**config.mk**
```make
export PLATFORM = sky130hd
export DESIGN_NAME = fetch_sequencer
export DESIGN_NICKNAME = d
export VERILOG_FILES = /design/src/rtl/fetch_sequencer.sv
export SDC_FILE = /design/constraint.sdc
export NUM_CORES = 1
export LEC_CHECK = 0
export ABC_AREA = 1
export CAP_MARGIN = 10
export CORE_ASPECT_RATIO = 0.9
export CORE_MARGIN = 2
export CORE_UTILIZATION = 43
export DETAILED_ROUTE_END_ITERATION = 8
export PLACE_DENSITY = 0.8
export RECOVER_POWER = 50
export SLEW_MARGIN = 20
export SYNTH_ARGS = -nofsm -noshare
export SYNTH_HDL_FRONTEND = slang
export SYNTH_SLANG_ARGS = --single-unit
```
**constraint.sdc**
```tcl
create_clock -name clk -period 1.7 [get_ports clk]
set_clock_uncertainty 0.05 [all_clocks]
set_input_delay 0.34 -clock clk [delete_from_list [all_inputs] [get_ports clk]]
set_output_delay 0.34 -clock clk [all_outputs]
set_load 0.005 [all_outputs]
```
**src/rtl/fetch_sequencer.sv**
```systemverilog
`default_nettype none
// ============================================================================
// Module   : fetch_sequencer
// Purpose  : Owns the PC and fetches from variable-latency instruction memory
//            into a single-entry decode slot, with redirect and hlt parking.
// Revision : 1.0 - initial release
// ============================================================================
module fetch_sequencer #(
    parameter logic [15:0] RESET_PC   = 16'h0000,
    parameter logic [3:0]  HLT_OPCODE = 4'hF
) (
    input  logic        clk,
    input  logic        rst_n,
    output logic        imem_req,
    output logic [15:0] imem_addr,
    input  logic        imem_ready,
    input  logic [15:0] imem_data,
    input  logic        stall,
    input  logic        redirect,
    input  logic [15:0] redirect_pc,
    output logic        inst_valid,
    output logic [15:0] inst_out,
    output logic [15:0] inst_pc,
    output logic [15:0] pc,
    output logic        halted
);

    typedef enum logic [1:0] {
        IDLE  = 2'd0,
        FETCH = 2'd1,
        HALT  = 2'd2
    } state_t;

    localparam logic [15:0] c_PC_STEP = 16'd2;

    state_t      r_state;
    logic [15:0] r_pc;
    logic        r_inst_valid;
    logic [15:0] r_inst_out;
    logic [15:0] r_inst_pc;
    logic        r_halted;

    logic        w_req;
    logic        w_accept;
    logic        w_consume;

    // A full slot that decode is holding blocks new requests; redirect kills any request.
    assign w_req     = (r_state == FETCH) & ~redirect & (~r_inst_valid | ~stall);
    assign w_accept  = w_req & imem_ready;
    assign w_consume = r_inst_valid & ~stall;

    always_ff @(posedge clk or negedge rst_n) begin
        if (!rst_n) begin
            r_state      <= IDLE;
            r_pc         <= RESET_PC;
            r_inst_valid <= 1'b0;
            r_inst_out   <= 16'h0000;
            r_inst_pc    <= 16'h0000;
            r_halted     <= 1'b0;
        end else if (redirect) begin
            r_state      <= FETCH;
            r_pc         <= {redirect_pc[15:1], 1'b0};
            r_inst_valid <= 1'b0;
            r_halted     <= 1'b0;
        end else begin
            case (r_state)
                IDLE: begin
                    r_state <= FETCH;
                end
                FETCH: begin
                    if (w_accept) begin
                        r_inst_out   <= imem_data;
                        r_inst_pc    <= r_pc;
                        r_inst_valid <= 1'b1;
                        if (imem_data[15:12] == HLT_OPCODE) begin
                            r_state  <= HALT;
                            r_halted <= 1'b1;
                        end else begin
                            r_pc <= r_pc + c_PC_STEP;
                        end
                    end else if (w_consume) begin
                        r_inst_valid <= 1'b0;
                    end
                end
                HALT: begin
                    // The hlt word drains to decode; pc stays parked on it.
                    if (w_consume) begin
                        r_inst_valid <= 1'b0;
                    end
                end
                default: begin
                    r_state <= IDLE;
                end
            endcase
        end
    end

    assign imem_req   = w_req;
    assign imem_addr  = r_pc;
    assign pc         = r_pc;
    assign inst_valid = r_inst_valid;
    assign inst_out   = r_inst_out;
    assign inst_pc    = r_inst_pc;
    assign halted     = r_halted;

endmodule
`default_nettype wire
```
==> results.toml <==
[status]
status = "complete, no violations"

[routing]
via_per_inst = 4.86
vias = 2532
wirelength_um = 7150
drt_iter0_drc = 141
ant_nets = 0
wl_per_cell_um = 13.7
drc_errors = 0
firstDrtPassIters = 4

[placed_design]
postPlaceCellArea_sq_um = 3660
place_congestion = 0.839
place.port_buffers = 99
post-dp-hpwl_um = 5320
pre_cts_slack_ns = -0.228

[hold_path]
hold_depth = 2
hold_start = "inst_out[6]"
hold_class = "flop to flop"
hold_end = "inst_out[6]"

[setup_path]
worst_setup_path_start_kind = "flop"
r2r-start = "imem_addr[8]"
cp_num_buf_inv = 1
slowest_stage = "clkdlybuf4s50_1"
cp_max_fo = 8
critPathCaptureType = "primary output"
cp.required_ns = 1.31
cpPeakStageDelay_ns = 0.53
crit_family = "buffers and inverters"
cp_cell_sequence = "clkdlybuf4s50_1"
path_class = "flop to primary output"
r2r_setup_slack_ns = 0.18
rr_endpoint = "imem_addr[12]"
rr_worst_depth = 8
arrival_ns = 1.27

[timing]
drv_slew = 0
setup_viol = 0
setup_slack_ns = 0.0374
slew_headroom_pct = 65.2
hold_viol = 0
finalCritPeriodShare_pct = 97.8
fin_crit_ns = 1.66
timing.fmax_mhz = 601
tightest_slew_ns = 0.522
rsz0062_at_grt = "false"

[grt]
antenna_found_initial = 0
grt_max_degree = 32
grt_first_pass_wirelength_um = 12100
grt_use_total_pct = 22.7
grt_pass1_vias = 2674
overflow = 0

[cts]
root_buffer = "clkbuf_8"
clk_latency_ns = 0.30
clockBufferDepth = 2
clk_pin_slew_ns = 0.09
h-tree-depth = 2
cts_made_buffers = 5
cts_tree = "built"
cts_num_sinks = 50

[final_layout]
design_area_sq_um = 3820
layout_commonest_cell = "nand2_1"
nets = 489
syn_to_final_growth_pct = 46.9
layout-drive-gt1-share_pct = 12.2
nFillCells = 495
final_cell_mix = "nand2_1 (155), clkdlybuf4s50_1 (91), dfrtp_1 (38)"
diodes = 0
utilization_pct = 66.4

[synth]
synth-main-ff-cell = "dfrtp_1"
async_flop_share_pct = 100
ys_seq_area_share_pct = 48.1
syn_inst = 346
yosysUniqueCellTypes = 22
syn-cell-area_sq_um = 2600
ys_ff_latch = 50
synth-edff-count = 0
ys_warn_count = 0
synth.avg_cell_area_sq_um = 7.52

[floorplanning]
ios = 104
core_sq_um = 5760
dieHeight_um = 77.8
die_w_um = 86.0
rows = 26
start_util_pct = 45.2
die_area_sq_um = 6690

[pwr]
vdd_drop_max_uv = 358
p_leak_nw = 1.88
power_density_nw_per_um2 = 932

[flow_run]
maxCapViolCount = 0
-- state kept, by name (all words and copies together), names as in the netlist --
name and cells:
r_state 2, imem_addr 15, halted 1, inst_out 16, inst_valid 1, inst_pc 15
-- per-stage QoR --
step,power [W],hold slack (ns),TNS (ns),instances
5_1_grt,0.00377,0.469,0,521
6_report,0.00356,0.436,0,521
3_3_place_gp,0.00266,0.283,-2.91,507
3_5_place_dp,0.00271,0.285,-3.85,507
2_1_floorplan,0.00201,-0.00559,0,348
4_1_cts,0.00358,0.438,0,518
-- cell families after synthesis --
family	after synthesis	synth area share, %
adder cells (fa/ha/maj)	1	0.481
flip-flops	50	48.1
AO/OA/AOI/OAI	23	4.71
AND/OR/NAND/NOR	221	35.6
other	1	0.144
buffers and inverters	50	10.9
-- area by class of cell --
class	count	area, sq um	share of cell area [%]
Clock buffer	6	82.6	2.16
Inverter	20	77.6	2.03
Multi-Input combinational cell	248	1070	28.1
Sequential cell	50	1270	33.1
Tap cell	70	87.6	2.29
Timing Repair Buffer	126	1200	31.5
Clock inverter	1	30.0	0.786
-- cells in the mapped netlist (3+ instances only) --
master	count	share of area [%]
inv_1	19	2.7
o21ai_0	18	3.5
buf_4	19	5.5
nand3_1	18	3.5
nand2_1	155	22
nand4_1	7	1.7
clkbuf_1	3	0.43
dfrtp_1	50	48
buf_2	6	1.2
nor2_1	27	3.9
nor2_2	9	2.2
-- power breakdown --
group          internal (W)  leakage [nW]  switching (W)  total, W
sequential          0.00139         0.604       0.000160   0.00155
combinational      0.000675          1.22       0.000486   0.00116
clock              0.000471        0.0573       0.000382  0.000853
-- repair_timing --
action	CTS	global route
buffers inserted	3	3
pin swaps	0	0
resized for setup	12	8
setup endpoints to repair	15	16
hold buffers	1	0
endpoints found under the hold margin	19	0
-- worst max-delay path by stage --
stage,start,end,cells past startpoint
floorplan,imem_addr[2],imem_addr[11],8
detailed placement,redirect,imem_req,5
finish,imem_addr[9],imem_addr[9],1
CTS,imem_addr[4],pc[4],1
global route,imem_addr[12],imem_addr[12],1
global placement,redirect,imem_req,5
-- layer usage --
layer	global-route usage, %	wire length [um]
met2	40.5	3650
met1	27.7	3030
met4	7.62	143
met5	0	0
met3	3.51	332
(Power assumes the default switching activity.)
